`config.mk`:
```
export PLATFORM = sky130hd
export DESIGN_NAME = bat_datapath
export DESIGN_NICKNAME = d
export VERILOG_FILES = /design/src/rtl/bat_pkg.sv /design/src/rtl/bat_bus_mux.sv /design/src/rtl/bat_datapath.sv
export SDC_FILE = /design/constraint.sdc
export NUM_CORES = 2
export LEC_CHECK = 0
export CORE_MARGIN = 1
export CORE_UTILIZATION = 35
export DETAILED_ROUTE_END_ITERATION = 10
export GPL_TIMING_DRIVEN = 0
export PLACE_DENSITY = 0.53
export SYNTH_ARGS = -nofsm -noshare
export SYNTH_HDL_FRONTEND = slang
export SYNTH_SLANG_ARGS = --single-unit
```
`constraint.sdc`:
```
create_clock -name CLK -period 18.6 [get_ports CLK]
set_input_delay 2.79 -clock CLK [delete_from_list [all_inputs] [get_ports CLK]]
set_output_delay 2.79 -clock CLK [all_outputs]
set_load 0.03 [all_outputs]
```
`src/rtl/bat_pkg.sv`:
```
// Shared widths, register indices and instruction encodings for the BatAmateur
// controller/datapath pair.
package bat_pkg;

  localparam int ADDR_W    = 8;
  localparam int WORD_W    = 16;
  localparam int REG_W     = 8;
  localparam int NREGS     = 8;
  localparam int RAM_DEPTH = 2 ** ADDR_W;

  localparam int REG_IDX_A   = 0;
  localparam int REG_IDX_B   = 1;
  localparam int REG_IDX_OUT = 7;

  // Bus source slots; register i sits at SRC_REG0 + i.
  localparam int SRC_PC   = 0;
  localparam int SRC_RAM  = 1;
  localparam int SRC_IR   = 2;
  localparam int SRC_ALU  = 3;
  localparam int SRC_REG0 = 4;
  localparam int NSRC     = SRC_REG0 + NREGS;

  localparam logic [WORD_W-1:0] IR_RESET = 16'hF000;

  // Opcode lives in IR[15:12]; IR[7:0] is the address/immediate field.
  typedef enum logic [3:0] {
    OP_MOV = 4'h0,
    OP_ADD = 4'h1,
    OP_SUB = 4'h2,
    OP_INC = 4'h3,
    OP_LDA = 4'h4,
    OP_STA = 4'h5,
    OP_JMP = 4'h6,
    OP_JZ  = 4'h7,
    OP_OUT = 4'h8,
    OP_HLT = 4'hE,
    OP_NOP = 4'hF
  } bat_opcode_e;

  function automatic bat_opcode_e ir_opcode(input logic [WORD_W-1:0] ir);
    return bat_opcode_e'(ir[15:12]);
  endfunction

endpackage

```
`src/rtl/bat_bus_mux.sv`:
```
// OR-merging shared bus: combines every enabled source and flags when more
// than one source drives in the same cycle.
module bat_bus_mux #(
  parameter int NSRC = 12,
  parameter int W    = 16
) (
  input  logic [NSRC-1:0]        drv,
  input  logic [NSRC-1:0][W-1:0] src,
  output logic [W-1:0]           bus,
  output logic                   contention
);

  always_comb begin
    bus = '0;
    for (int i = 0; i < NSRC; i++) begin
      if (drv[i]) bus = bus | src[i];
    end
    // Clearing the lowest set bit leaves something only if >1 bit was set.
    contention = |(drv & (drv - {{(NSRC-1){1'b0}}, 1'b1}));
  end

endmodule

```
`src/rtl/bat_datapath.sv`:
```
// BatAmateur datapath: shared bus, PC, MAR, IR, register file and program RAM,
// driven by the controller's per-cycle strobes.
module bat_datapath
  import bat_pkg::*;
(
  input  logic              CLK,
  input  logic              RST,
  input  logic              PC_INC,
  input  logic              PC_RW,
  input  logic              PC_EN,
  input  logic              MAR_LOAD,
  input  logic              MAR_EN,
  input  logic              RAM_RW,
  input  logic              RAM_EN,
  input  logic              IR_LOAD,
  input  logic              IR_EN,
  input  logic [NREGS-1:0]  REGS_INC,
  input  logic [NREGS-1:0]  REGS_RW,
  input  logic [NREGS-1:0]  REGS_EN,
  input  logic              ALU_EN,
  input  logic [REG_W-1:0]  ALU_Y,
  input  logic              PROG_WE,
  input  logic [ADDR_W-1:0] PROG_ADDR,
  input  logic [WORD_W-1:0] PROG_DATA,
  output logic [WORD_W-1:0] INSTR,
  output logic [REG_W-1:0]  REG_A,
  output logic [REG_W-1:0]  REG_B,
  output logic [REG_W-1:0]  OUT_PORT,
  output logic [WORD_W-1:0] BUS,
  output logic              BUS_ERR
);

  logic [ADDR_W-1:0]             pc_q;
  logic [ADDR_W-1:0]             mar_q;
  logic [WORD_W-1:0]             ir_q;
  logic [NREGS-1:0][REG_W-1:0]   regs_q;
  logic                          bus_err_q;
  logic [WORD_W-1:0]             ram [0:RAM_DEPTH-1];

  logic [WORD_W-1:0]             ram_rd;
  logic                          ram_wr;
  logic [NSRC-1:0]               drv;
  logic [NSRC-1:0][WORD_W-1:0]   src;
  logic                          bus_cont;

  // RAM reads the MAR as it stands before this edge's MAR_LOAD.
  assign ram_rd = ram[mar_q];
  assign ram_wr = RAM_EN && !RAM_RW && MAR_EN;

  always_comb begin
    drv = '0;
    src = '0;
    drv[SRC_PC]  = PC_EN && PC_RW;
    src[SRC_PC]  = {{(WORD_W-ADDR_W){1'b0}}, pc_q};
    drv[SRC_RAM] = RAM_EN && RAM_RW && MAR_EN;
    src[SRC_RAM] = ram_rd;
    drv[SRC_IR]  = IR_EN;
    src[SRC_IR]  = {{(WORD_W-8){1'b0}}, ir_q[7:0]};
    drv[SRC_ALU] = ALU_EN;
    src[SRC_ALU] = {{(WORD_W-REG_W){1'b0}}, ALU_Y};
    for (int i = 0; i < NREGS; i++) begin
      drv[SRC_REG0+i] = REGS_EN[i] && REGS_RW[i];
      src[SRC_REG0+i] = {{(WORD_W-REG_W){1'b0}}, regs_q[i]};
    end
  end

  bat_bus_mux #(
    .NSRC (NSRC),
    .W    (WORD_W)
  ) u_bus_mux (
    .drv        (drv),
    .src        (src),
    .bus        (BUS),
    .contention (bus_cont)
  );

  always_ff @(posedge CLK) begin
    if (!RST) begin
      pc_q      <= '0;
      mar_q     <= '0;
      ir_q      <= IR_RESET;
      regs_q    <= '0;
      bus_err_q <= 1'b0;
    end else begin
      if (PC_EN && !PC_RW) pc_q <= BUS[ADDR_W-1:0];
      else if (PC_INC)     pc_q <= pc_q + ADDR_W'(1);

      if (MAR_LOAD) mar_q <= BUS[ADDR_W-1:0];
      if (IR_LOAD)  ir_q  <= BUS;
      if (bus_cont) bus_err_q <= 1'b1;

      for (int i = 0; i < NREGS; i++) begin
        if (REGS_EN[i] && !REGS_RW[i]) regs_q[i] <= BUS[REG_W-1:0];
        else if (REGS_INC[i])          regs_q[i] <= regs_q[i] + REG_W'(1);
      end
    end
  end

  // RAM has no reset; the program loader owns it while RST is low.
  always_ff @(posedge CLK) begin
    if (!RST) begin
      if (PROG_WE) ram[PROG_ADDR] <= PROG_DATA;
    end else if (ram_wr) begin
      ram[mar_q] <= BUS;
    end
  end

  assign INSTR    = ir_q;
  assign REG_A    = regs_q[REG_IDX_A];
  assign REG_B    = regs_q[REG_IDX_B];
  assign OUT_PORT = regs_q[REG_IDX_OUT];
  assign BUS_ERR  = bus_err_q;

endmodule

```
==> out/results.ini <==
[status]
status=finished, violations left
failed_checks=max-capacitance violations, max-slew violations

[worst_hold_path]
hold_start=INSTR[10]
hold_path_depth=2
min_path_type=reg -> reg
hold_path_end=INSTR[10]

[setup_path]
arrival_ps=8710
crit_fanout=11
end_kind=output port
crit_required_ps=15810
crit_top_cell=buf_2
cp_slowest_cell=buf_2
reg2reg_depth=12
crit_path_start_kind=flop
critPathTopFamily=buffers and inverters
path_buf_inv=8
max_stage_delay_ps=1030
cp_cell_sequence=buf_4 > buf_2 > buf_2 > buf_2 > mux2i_1 > nand2_1 > a32oi_1 > a22oi_2 > buf_16 > a21boi_1 > buf_2 > inv_1 > clkdlybuf4s50_1
r2r_slack_ps=11300
worstSetupPathType=reg -> out

[yosys]
synthFlopType=edfxtp_1
ys_types=79
synth_edf_count=4096
ys_ff_latch=4201
syn_nets=7881
ys_warn_count=0
yosys.area.top_type=edfxtp_1
syn_area_um2=164000
ys_seq_area_share_pct=76.5
synthDominantCellAreaShare_pct=75.2
synth.area.top_cells=edfxtp_1 75%, mux4_2 13%, mux2i_1 1.5%
synthCells=7803
avgSynthCellArea_um2=21.0
synth-async-reset-ratio_pct=0

[die]
core_um2=465000
die_h_um=686
rows=250
dieArea_um2=470000
io_pins=126
die_w_um=686
initial_core_util_pct=35.2

[layout]
multi_input_area_um2=36300
fin_nets=8759
fillers=40248
final_area_um2=195000
drive_above_1_share_pct=28.8
syn_to_final_growth_pct=18.9
final-seq-area_um2=125000

[clocking]
clock-sinks=4201
cts_tree=yes
cts_resized=0
clockBufferDepth=4
clk_pin_slew_ps=60
cts_setup_buffers=0
htree_levels=5
cts_root_buffer=clkbuf_16
cts_buffers=441
clk_latency_ps=1030
hold_buffers=0

[run]
drv_cap=7

[drt]
postRouteAntennaNets=0
drt-pass1-iter-count=6
drtIter0Drc=15219
wl_per_cell_um=42.5
routed_wl_um=649000
wl_met3_um=75300
wl_met2_um=279000
drt-met1-wl_um=249000
route.detailed.drc=0
top_layer_used=met5
num_vias=91848
vias_per_cell=6.01

[placement]
place_area_um2=180000
io_buffers=122
dp_hpwl_um=464000
gp_congestion=1.01

[sta]
final_hold_viol_count=0
clock.fmax_mhz=86.9
slew_violations=38
finalWorstPathRequiredPeriod_ps=11500
fin_tns_setup_ps=0
rsz0062_at_grt=no
worst_pin_slew_ps=1700
fin_crit_sh_pct=61.8
holdWs_ps=497
finalSetupViolCount=0
slew_headroom_pct=-14.4
clock_skew_ps=51.5

[global_route]
grt_use_total_pct=27.1
antenna_found_initial=83
grt_max_degree=97
grt_pass1_wl_um=841000
overflow=0
first_global_vias=87495

[power_and_ir_drop]
power.total_w=0.0219
power.density_nw_per_um2=113
ir_drop_uv=87.3
p_leak_nw=59.8

logic make-up after synthesis:
family	count (synthesis)	synth area share [%]
xor+xnor	63	0.337
mux	1256	15.2
fa+ha+maj	10	0.0749
flops	4201	76.5
buf+inv	499	2.04
compound gates	716	2.99
simple gates	1058	2.94
layout make-up:
type	count	share of cell area, %
Buffer	467	1.68
Inverter	32	0.0618
Tap cell	6174	3.97
Sequential cell	4201	64.3
Multi-Input combinational cell	3103	18.7
Timing Repair Buffer	435	3.83
Clock buffer	539	5.93
Clock inverter	274	1.45
Antenna cell	57	0.0733
worst max path at each step:
| stage | endpoint | depth (start not counted) | start |
|---|---|---|---|
| after global routing | BUS[7] | 13 | flop |
| after floorplan | ram[0][0] | 6 | REGS_RW[6] |
| after detailed placement | BUS[7] | 13 | flop |
| after CTS | BUS[7] | 13 | flop |
| after global placement | ram[186][3] | 5 | RAM_RW |
| final | BUS[7] | 13 | flop |
routing by layer:
layer / GRT usage [%] / vias to the layer above
met4: 15.9 / 8
met5: 0 / -
met3: 7.81 / 1163
li1: - / 34420
met2: 39.3 / 6414
met1: 36.3 / 49843
stage by stage:
step | instances | utilization (%) | worst slack, ps
3_5_place_dp | 14412 | 38.8 | 8500
2_1_floorplan | 7803 | - | 2910
5_1_grt | 15233 | 41.8 | 7290
4_1_cts | 15225 | 41.8 | 7380
6_report | 15282 | 41.9 | 7100
3_3_place_gp | 14099 | 37.2 | -13120
power by group:
part | total (W) | switching [W] | internal, W | leakage [nW]
combinational | 0.00255 | 0.00178 | 0.000770 | 15.1
clock | 0.00889 | 0.00383 | 0.00505 | 7.01
sequential | 0.0105 | 0.0000411 | 0.0105 | 37.7
total | 0.0219 | 0.00566 | 0.0163 | 59.8
state kept, by name, summed over array words and instances, names as in the netlist, named ones only:
signal	count
ram	4096
INSTR	16
OUT_PORT	8
pc_q	8
BUS_ERR	1
REG_B	8
REG_A	8
regs_q	40
mar_q	8
worst register-to-register path, delay by kind of cell, from the launching register on:
kind            cells  cell delay [ps]
compound gates      4             1870
buf+inv             6             4010
flops               1              800
mux                 1              370
simple gates        1               90
cells in the final DEF (no fill, tap or decap), types with 114 or more instances in the layout:
master,synthesis,layout
mux2i_1,239,239
buf_2,109,114
clkbuf_1,140,193
clkbuf_16,0,445
nand2_1,302,302
buf_8,9,154
edfxtp_1,4096,4096
clkdlybuf4s50_1,0,122
mux4_2,962,962
nor2_1,409,151
nor2_2,0,197
Yosys cell counts (all sizes together) (40+ instances only):
cell type,n
a211oi,46
a21oi,83
a22oi,104
buf,326
clkbuf,141
dfxtp,105
edfxtp,4096
mux2,46
mux2i,239
mux4,971
nand2,302
nand3,85
nand4,46
nor2,409
nor2b,40
o211ai,52
o21ai,138
o22ai,107
Note: power is estimated with default switching activity, not from simulation.
